[src/rtl/mult_seq_controller.sv]
// mult_seq_controller: run sequencer for the multiplier test harness.
//
// After an accepted start it issues one operand read per cycle for N
// vectors, then replays every read as a result write exactly L_eff
// cycles later through a flushable, tap-selected delay line.
//
// Optional feature: define MULT_SEQ_CYCLE_COUNT_EN to build the saturating
// run cycle counter. When the macro is undefined, cycle_count is tied to 0.
//
// Handshake: there is no backpressure. start and abort are single-cycle
// requests sampled on the rising edge of pll_clock. abort beats start.
// r_en/r_addr and we/w_addr are fire-and-forget strobes: one transfer
// happens in every cycle where the enable is high.
module mult_seq_controller #(
  parameter int ADDR_WIDTH  = 9,
  parameter int MAX_LATENCY = 16,
  localparam int LAT_WIDTH  = $clog2(MAX_LATENCY + 1)
) (
  input  logic                  pll_clock,
  input  logic                  resetn,
  input  logic                  start,
  input  logic                  abort,
  input  logic [ADDR_WIDTH:0]   num_vectors,
  input  logic [LAT_WIDTH-1:0]  latency,
  output logic                  r_en,
  output logic [ADDR_WIDTH-1:0] r_addr,
  output logic                  we,
  output logic [ADDR_WIDTH-1:0] w_addr,
  output logic                  busy,
  output logic                  done,
  output logic [31:0]           cycle_count,
  output logic [1:0]            dbg_state
);

  typedef enum logic [1:0] {
    S_IDLE  = 2'd0,
    S_ISSUE = 2'd1,
    S_DRAIN = 2'd2
  } state_t;

  localparam logic [ADDR_WIDTH:0]   N_ONE    = (ADDR_WIDTH + 1)'(1);
  localparam logic [ADDR_WIDTH-1:0] ADDR_ONE = ADDR_WIDTH'(1);
  localparam logic [LAT_WIDTH-1:0]  LAT_ONE  = LAT_WIDTH'(1);
  localparam logic [LAT_WIDTH-1:0]  LAT_MAX  = LAT_WIDTH'(MAX_LATENCY);

  state_t                state_q, state_d;
  logic [ADDR_WIDTH:0]   reads_left_q, reads_left_d;
  logic [LAT_WIDTH-1:0]  l_eff_q, l_eff_d;
  logic [LAT_WIDTH-1:0]  drain_left_q, drain_left_d;
  logic                  r_en_q, r_en_d;
  logic [ADDR_WIDTH-1:0] r_addr_q, r_addr_d;
  logic                  we_q, we_d;
  logic [ADDR_WIDTH-1:0] w_addr_q, w_addr_d;
  logic                  busy_q, busy_d;
  logic                  done_q, done_d;
  // Stage j holds the read strobe delayed by j cycles (stage 0 mirrors r_en).
  logic                  dl_v_q [MAX_LATENCY];
  logic                  dl_v_d [MAX_LATENCY];
  logic [ADDR_WIDTH-1:0] dl_a_q [MAX_LATENCY];
  logic [ADDR_WIDTH-1:0] dl_a_d [MAX_LATENCY];

  logic                  start_ok;
  logic [LAT_WIDTH-1:0]  lat_clamped;

  assign start_ok = (state_q == S_IDLE) && start && !abort;

  // Clamp the requested latency into 1..MAX_LATENCY.
  always_comb begin
    lat_clamped = latency;
    if (latency == '0) begin
      lat_clamped = LAT_ONE;
    end else if (latency > LAT_MAX) begin
      lat_clamped = LAT_MAX;
    end
  end

  // State register.
  always_ff @(posedge pll_clock or negedge resetn) begin
    if (!resetn) begin
      state_q <= S_IDLE;
    end else begin
      state_q <= state_d;
    end
  end

  // Next-state logic; abort returns to IDLE from anywhere.
  always_comb begin
    state_d = state_q;
    if (abort) begin
      state_d = S_IDLE;
    end else begin
      case (state_q)
        S_IDLE:  if (start && (num_vectors != '0)) state_d = S_ISSUE;
        S_ISSUE: if (reads_left_q == N_ONE)        state_d = S_DRAIN;
        S_DRAIN: if (drain_left_q == LAT_ONE)      state_d = S_IDLE;
        default: state_d = S_IDLE;
      endcase
    end
  end

  // Output and datapath next values: read issue, delay line, status.
  always_comb begin
    reads_left_d = reads_left_q;
    l_eff_d      = l_eff_q;
    drain_left_d = drain_left_q;
    r_en_d       = 1'b0;
    r_addr_d     = r_addr_q;
    done_d       = done_q;
    busy_d       = (state_d != S_IDLE);
    we_d         = 1'b0;
    w_addr_d     = w_addr_q;

    if (!abort) begin
      case (state_q)
        S_IDLE: begin
          if (start) begin
            if (num_vectors == '0) begin
              done_d = 1'b1;
            end else begin
              done_d       = 1'b0;
              l_eff_d      = lat_clamped;
              reads_left_d = num_vectors;
              r_en_d       = 1'b1;
              r_addr_d     = '0;
            end
          end
        end
        S_ISSUE: begin
          reads_left_d = reads_left_q - N_ONE;
          if (reads_left_q == N_ONE) begin
            drain_left_d = l_eff_q;
          end else begin
            r_en_d   = 1'b1;
            r_addr_d = r_addr_q + ADDR_ONE;
          end
        end
        S_DRAIN: begin
          drain_left_d = drain_left_q - LAT_ONE;
          if (drain_left_q == LAT_ONE) begin
            done_d = 1'b1;
          end
        end
        default: ;
      endcase

      // Write strobe is the tap L_eff-1 of the line, registered once more.
      for (int i = 0; i < MAX_LATENCY; i++) begin
        if (l_eff_q == LAT_WIDTH'(i + 1)) begin
          we_d     = dl_v_q[i];
          w_addr_d = dl_a_q[i];
        end
      end
    end

    // Shift the line; abort and any accepted start clear it so residue from
    // a shorter-latency run can never reach a deeper tap.
    dl_v_d[0] = r_en_d;
    dl_a_d[0] = r_addr_d;
    for (int i = 1; i < MAX_LATENCY; i++) begin
      dl_v_d[i] = (abort || start_ok) ? 1'b0 : dl_v_q[i-1];
      dl_a_d[i] = dl_a_q[i-1];
    end
  end

  // Datapath and output registers.
  always_ff @(posedge pll_clock or negedge resetn) begin
    if (!resetn) begin
      reads_left_q <= '0;
      l_eff_q      <= LAT_ONE;
      drain_left_q <= '0;
      r_en_q       <= 1'b0;
      r_addr_q     <= '0;
      we_q         <= 1'b0;
      w_addr_q     <= '0;
      busy_q       <= 1'b0;
      done_q       <= 1'b0;
      for (int i = 0; i < MAX_LATENCY; i++) begin
        dl_v_q[i] <= 1'b0;
        dl_a_q[i] <= '0;
      end
    end else begin
      reads_left_q <= reads_left_d;
      l_eff_q      <= l_eff_d;
      drain_left_q <= drain_left_d;
      r_en_q       <= r_en_d;
      r_addr_q     <= r_addr_d;
      we_q         <= we_d;
      w_addr_q     <= w_addr_d;
      busy_q       <= busy_d;
      done_q       <= done_d;
      for (int i = 0; i < MAX_LATENCY; i++) begin
        dl_v_q[i] <= dl_v_d[i];
        dl_a_q[i] <= dl_a_d[i];
      end
    end
  end

`ifdef MULT_SEQ_CYCLE_COUNT_EN
  logic [31:0] cnt_q, cnt_d;

  // Busy-cycle counter: cleared on accepted start, saturating, held when idle.
  always_comb begin
    cnt_d = cnt_q;
    if (start_ok) begin
      cnt_d = '0;
    end else if (busy_q && (cnt_q != '1)) begin
      cnt_d = cnt_q + 32'd1;
    end
  end

  // Counter register.
  always_ff @(posedge pll_clock or negedge resetn) begin
    if (!resetn) begin
      cnt_q <= '0;
    end else begin
      cnt_q <= cnt_d;
    end
  end

  assign cycle_count = cnt_q;
`else
  assign cycle_count = '0;
`endif

  assign r_en      = r_en_q;
  assign r_addr    = r_addr_q;
  assign we        = we_q;
  assign w_addr    = w_addr_q;
  assign busy      = busy_q;
  assign done      = done_q;
  assign dbg_state = state_q;

endmodule

[config.mk]
export PLATFORM = sky130hd
export DESIGN_NAME = mult_seq_controller
export DESIGN_NICKNAME = d
export VERILOG_FILES = /design/src/rtl/mult_seq_controller.sv
export SDC_FILE = /design/constraint.sdc
export NUM_CORES = 1
export LEC_CHECK = 0
export ABC_AREA = 1
export BUFFER_PORTS_ARGS = -buffer_cell sky130_fd_sc_hd__buf_2
export CAP_MARGIN = 10
export CORE_AREA = 2 2 132 134
export DETAILED_ROUTE_END_ITERATION = 12
export DIE_AREA = 0 0 134 136
export GPL_TIMING_DRIVEN = 0
export PLACE_DENSITY = 0.68
export SLEW_MARGIN = 5
export SYNTH_ARGS = -nofsm -noshare
export SYNTH_HDL_FRONTEND = slang
export SYNTH_SLANG_ARGS = --single-unit
[constraint.sdc]
create_clock -name pll_clock -period 3.34 [get_ports pll_clock]
set_clock_uncertainty 0.15 [all_clocks]
set_input_delay 0.668 -clock pll_clock [delete_from_list [all_inputs] [get_ports pll_clock]]
set_output_delay 0.668 -clock pll_clock [all_outputs]
set_load 0.02 [all_outputs]
== Word level (Yosys, flattened, before mapping) ==
Cells that the tools add are included.
Word-level totals
  bits in registers: 194
  output and inout bits: 56
  input port bits: 19
  logic and storage cells: 164
Cells by class
  bitwise logic cells: 2
  magnitude comparators: 1
  mux-type cells: 73
  equal/unequal tests: 25
  reductions and logical operators: 20
  $add $sub $neg: 3
Operators by type and width (count)
  $mux 9: 19
  $eq 5x4->1 const B: 8
  $mux 1: 39
  $eq 5x3->1 const B: 4
  $mux 10: 2
  $pmux 10 s2: 1
  $pmux 9 s2: 1
  $reduce_bool 16->1: 1
  $mux 5: 3
  $reduce_and 4->1: 3
  $eq 10x1->1 const B: 1
  $eq 5x1->1 const B: 2
  $eq 5x2->1 const B: 2
  $logic_not 10->1: 1
  $ne 2x2->1 const B: 5
  $pmux 5 s2: 1
  $reduce_bool 10->1: 1
  $sub 10x1->10 const B: 1
  $add 9x1->9 const B: 1
  $mux 2: 4
  $reduce_bool 2->1: 4
  $pmux 2 s3: 1
  $eq 5x5->1 const B: 1
  $gt 5x5->1 const B: 1
  13 further kinds: 17

== Logic depth before layout (Yosys ltp) ==
  depth in word-level cells: 18
  depth in mapped cells: 23
  mapped depth without buffers: 21

== Worst setup path before layout ==
Ideal clock, no wire load.
  path type: input to register
  start point: in abort
  end point: reg dl_a_q, in the netlist dl_a_d[134]
  stages on the path: 16
  data required time: 3.058 ns
  slack: 0.967 ns
  arrival: 2.091 ns
  setup time: 0.132 ns
  buffers on the path: 0
  path through: inv_1 o31ai_1 nor2_1 nand2_2 inv_2 nand2_2 inv_2 nand2_1 nor2_1 nand2_1 nor2_1 nand2_1 nor2_1 nand3_1 nand2_1 nor2_1
Between the ends
  longest elaborated chain between the ends: 2
Ends and longest elaborated chain
  start: declaration: line 22  | input logic abort,
  $not 1->1 (no line)
  $reduce_and 5->1 (no line)
  end signal: indexed assignment: line 193  | dl_a_q[i] <= dl_a_d[i];
  end: declaration: line 59  | logic [ADDR_WIDTH-1:0] dl_a_q [MAX_LATENCY];
No other way between the ends.
A chain may end at the register's enable or synchronous reset.

== Final worst setup path ==
  start point: reg l_eff_q[0]
  end point: reg w_addr_q[8], in the netlist w_addr[8]
Between the ends
  longest elaborated chain between the ends: 16
Ends and longest elaborated chain
  start: declaration: line 48  | logic [LAT_WIDTH-1:0] l_eff_q, l_eff_d;
  start signal: assignment: line 183  | l_eff_q <= l_eff_d;
  $eq 5x2->1: line 148  | if (l_eff_q == LAT_WIDTH'(i + 1)) begin
  $mux 9 (15 in series): line 148
  end signal: assignment: line 188  | w_addr_q <= w_addr_d;
  end: declaration: line 53  | logic [ADDR_WIDTH-1:0] w_addr_q, w_addr_d;
Several ways; a longest one is shown, not always the timed one.

==> results.cfg <==
[floorplan]
core_um2 = 16900
num_rows = 48
initial_core_util_pct = 49.2
ios = 75
dieWidth_um = 134
fp.dieH_um = 136
die_area_um2 = 18200

[drt]
dr.pass1.iters = 5
vias = 5969
routed_wl_mm = 16.5
drc = 0
final_antenna_net_count = 0
via_per_inst = 4.72
post_drt_wl_per_cell_um = 13.0
first_iter_violations = 360

[setup_path]
worstPathArrival_ns = 2.93
timing.rr.end = w_addr[8]
criticalPathCategory = flip-flop to flip-flop
r2r_setup_slack_ns = 0.57
end_kind = flip-flop
crit_path_top_delay_cell = o41ai_4
ff2ff_path_depth = 10
cpMostUsedCell = nand2_1
crit_fanout = 10
cp-start-kind = flip-flop
cpPeakStageDelay_ns = 0.71
r2r-start = l_eff_q[0]
worstPathCellList = nor2_4, nand2_1, nor2_2, nor2_4, nand3_2, o41ai_4, buf_6, nor2_1, nand2_1, nand2_1
worst_ep_required_time_ns = 3.50

[power_and_ir_drop]
p_leak_uw = 0.00507
power_switching_uw = 1530
p_comb_share_pct = 16.1
ir_worst_vdd_mv = 0.412
powerDensity_nw_per_um2 = 566
seq_power_share_pct = 48.9
power_frac_clock_pct = 35.0
switching_share_pct = 28.6
internal_power_uw = 3830

[cts]
ctsResizeCount = 0
cts_tree = built
cts-root-buf = clkbuf_16
cts_hold_buf = 0
cts-buffers-inserted = 17
ctsHtreeMaxLevel = 4
path_clk_slew_ns = 0.07
clk_path_buf_depth = 2
worstSkewPairLatency_ns = 0.42
cts.sinks = 194
post_cts.repair.setup_buffers = 0

[final_layout]
final_core_util_pct = 56.2
nets = 1052
syn2layout_area_growth_pct = 14.2
stdcell_area_um2 = 9480
seq_area_um2 = 4860
nFillCells = 1507
diodes = 0
drive_above_1_share_pct = 14.9
multiInputGateArea_um2 = 2710

[timing]
min_period_ns = 2.77
slew_viol_final = 0
worstMarginPinSlew_ns = 0.746
fin_crit_sh_pct = 83.0
slew_headroom_pct = 50.1
fmax_mhz = 361
final_hold_viol_count = 0
setup_violations = 0
holdWs_ns = 0.116
rsz0062_at_grt = false
fin_setup_tns_ns = 0

[synthesis]
synthCells = 935
synth.avg_cell_area_um2 = 8.88
synth-seq-cells = 194
synth_warnings = 0
yosysTopAreaCell = dfrtp_1
ys_types = 38
syn_area_um2 = 8300
synth_top_area_share_pct = 58.2
yosysSeqAreaShare_pct = 58.5
synth_area_leaders = dfrtp_1 (58%), nand2_1 (11%), inv_1 (4.6%)

[place]
place_congestion = 0.858
placed_area_um2 = 8950
dpl.hpwl_mm = 11.8
io_buffer_count = 42

[global_routing]
grt_pass1_wl_mm = 27.8
antenna_found_initial = 0
grt_max_degree = 105
grt_pass1_vias = 5734
grt_usage_pct = 19.4
gr-total-overflow = 0

[min_path]
min_path_type = input pin to asynchronous set/reset pin

[run]
maxCapViolCount = 0

[run_status]
outcome = complete, no violations
==> Yosys cell counts, drive strengths merged <==
| cell type | count |
|---|---|
| nand2 | 253 |
| o221ai | 1 |
| nor3 | 12 |
| nand3 | 24 |
| nand4 | 15 |
| nor2 | 101 |
| dfrtp | 193 |
| buf | 50 |
| inv | 113 |
| or2 | 12 |
| ha | 5 |
| o211ai | 7 |
| o22ai | 10 |
| nor3b | 2 |
| clkinv | 2 |
| and3 | 2 |
| o21ai | 58 |
| o41ai | 1 |
| xor2 | 2 |
| a21oi | 49 |
| clkbuf | 13 |
| a221oi | 2 |
| a31oi | 1 |
| dfstp | 1 |
| conb | 1 |
| o31ai | 1 |
| o221a | 2 |
| a21boi | 2 |
==> routing by layer <==
metal  global-route usage (%)  up-vias  wire (µm)
li1                         -     3066          -
met1                     25.0     2780       7470
met2                     32.9      107       8150
met3                     4.14       16        642
met4                     6.50        0        216
met5                        0        -          0
==> sequential cells by signal, summed over array words and instances, names as in the netlist <==
name          count
dl_a_d          135
l_eff_q           5
dl_v_q           16
drain_left_q      5
dl_a_q            9
done              1
busy              1
we                1
w_addr            9
reads_left_q     10
dbg_state         2
==> cell type report <==
cell class	instances	area share, %
Tap cell	225	2.97
Multi-Input combinational cell	594	28.6
Sequential cell	194	51.2
Buffer	63	4.39
Clock buffer	20	4.71
Timing Repair Buffer	43	2.61
Clock inverter	10	0.937
Inverter	115	4.55
==> per-stage QoR <==
step / setup slack, ns / total power (µW) / std cells
2_1_floorplan: 0.967 / 3250 / 966
3_3_place_gp: -1.73 / 3510 / 1233
3_5_place_dp: 0.374 / 3530 / 1234
4_1_cts: 0.601 / 5410 / 1264
5_1_grt: 0.405 / 5640 / 1264
6_report: 0.569 / 5360 / 1264
==> how the worst max path moves through the flow <==
stage               startpoint           to  slack, ns
detailed placement       abort  dl_a_d[134]       0.37
global route        l_eff_q[1]    w_addr[8]       0.40
floorplan                abort  dl_a_d[134]       0.97
finish              l_eff_q[0]    w_addr[8]       0.57
global placement        resetn  dl_a_d[133]      -1.73
CTS                 l_eff_q[0]    w_addr[8]       0.60
==> worst max-delay path, delay by kind of cell (launching register included) <==
kind	cells	cell delay (ns)
DFF	1	0.64
buffers and inverters	1	0.23
and+or+nand+nor	8	0.93
AOI/OAI and AO/OA	1	0.71
==> kinds of logic (layout without fill, tap and decap cells) <==
family                   count (synthesis)  in the layout  share of synthesized area, %
AND/OR/NAND/NOR                        421            421                          21.2
other                                    1             32                        0.0452
XOR/XNOR                                 2              2                         0.211
buffers and inverters                  178            251                          10.2
adder cells (fa/ha/maj)                  5              5                         0.754
flip-flops                             194            194                          58.5
AO/OA/AOI/OAI                          134            134                          9.10
==> power groups by stage <==
stage	sequential, µW	clock, µW	combinational (µW)
floorplan	2710	0	531
global placement	2660	0	847
detailed placement	2670	0	862
CTS	2620	1920	868
global route	2640	2010	983
finish	2620	1880	865
==> cells in the final DEF (no fill, tap or decap), drive strengths merged, types with 12 or more instances in the layout <==
| master | count |
|---|---|
| nor3 | 12 |
| nor2 | 101 |
| dfrtp | 193 |
| clkbuf | 33 |
| nand4 | 15 |
| o21ai | 58 |
| or2 | 12 |
| conb | 32 |
| nand3 | 24 |
| buf | 93 |
| nand2 | 253 |
| inv | 113 |
| a21oi | 49 |
(Power assumes the default switching activity.)
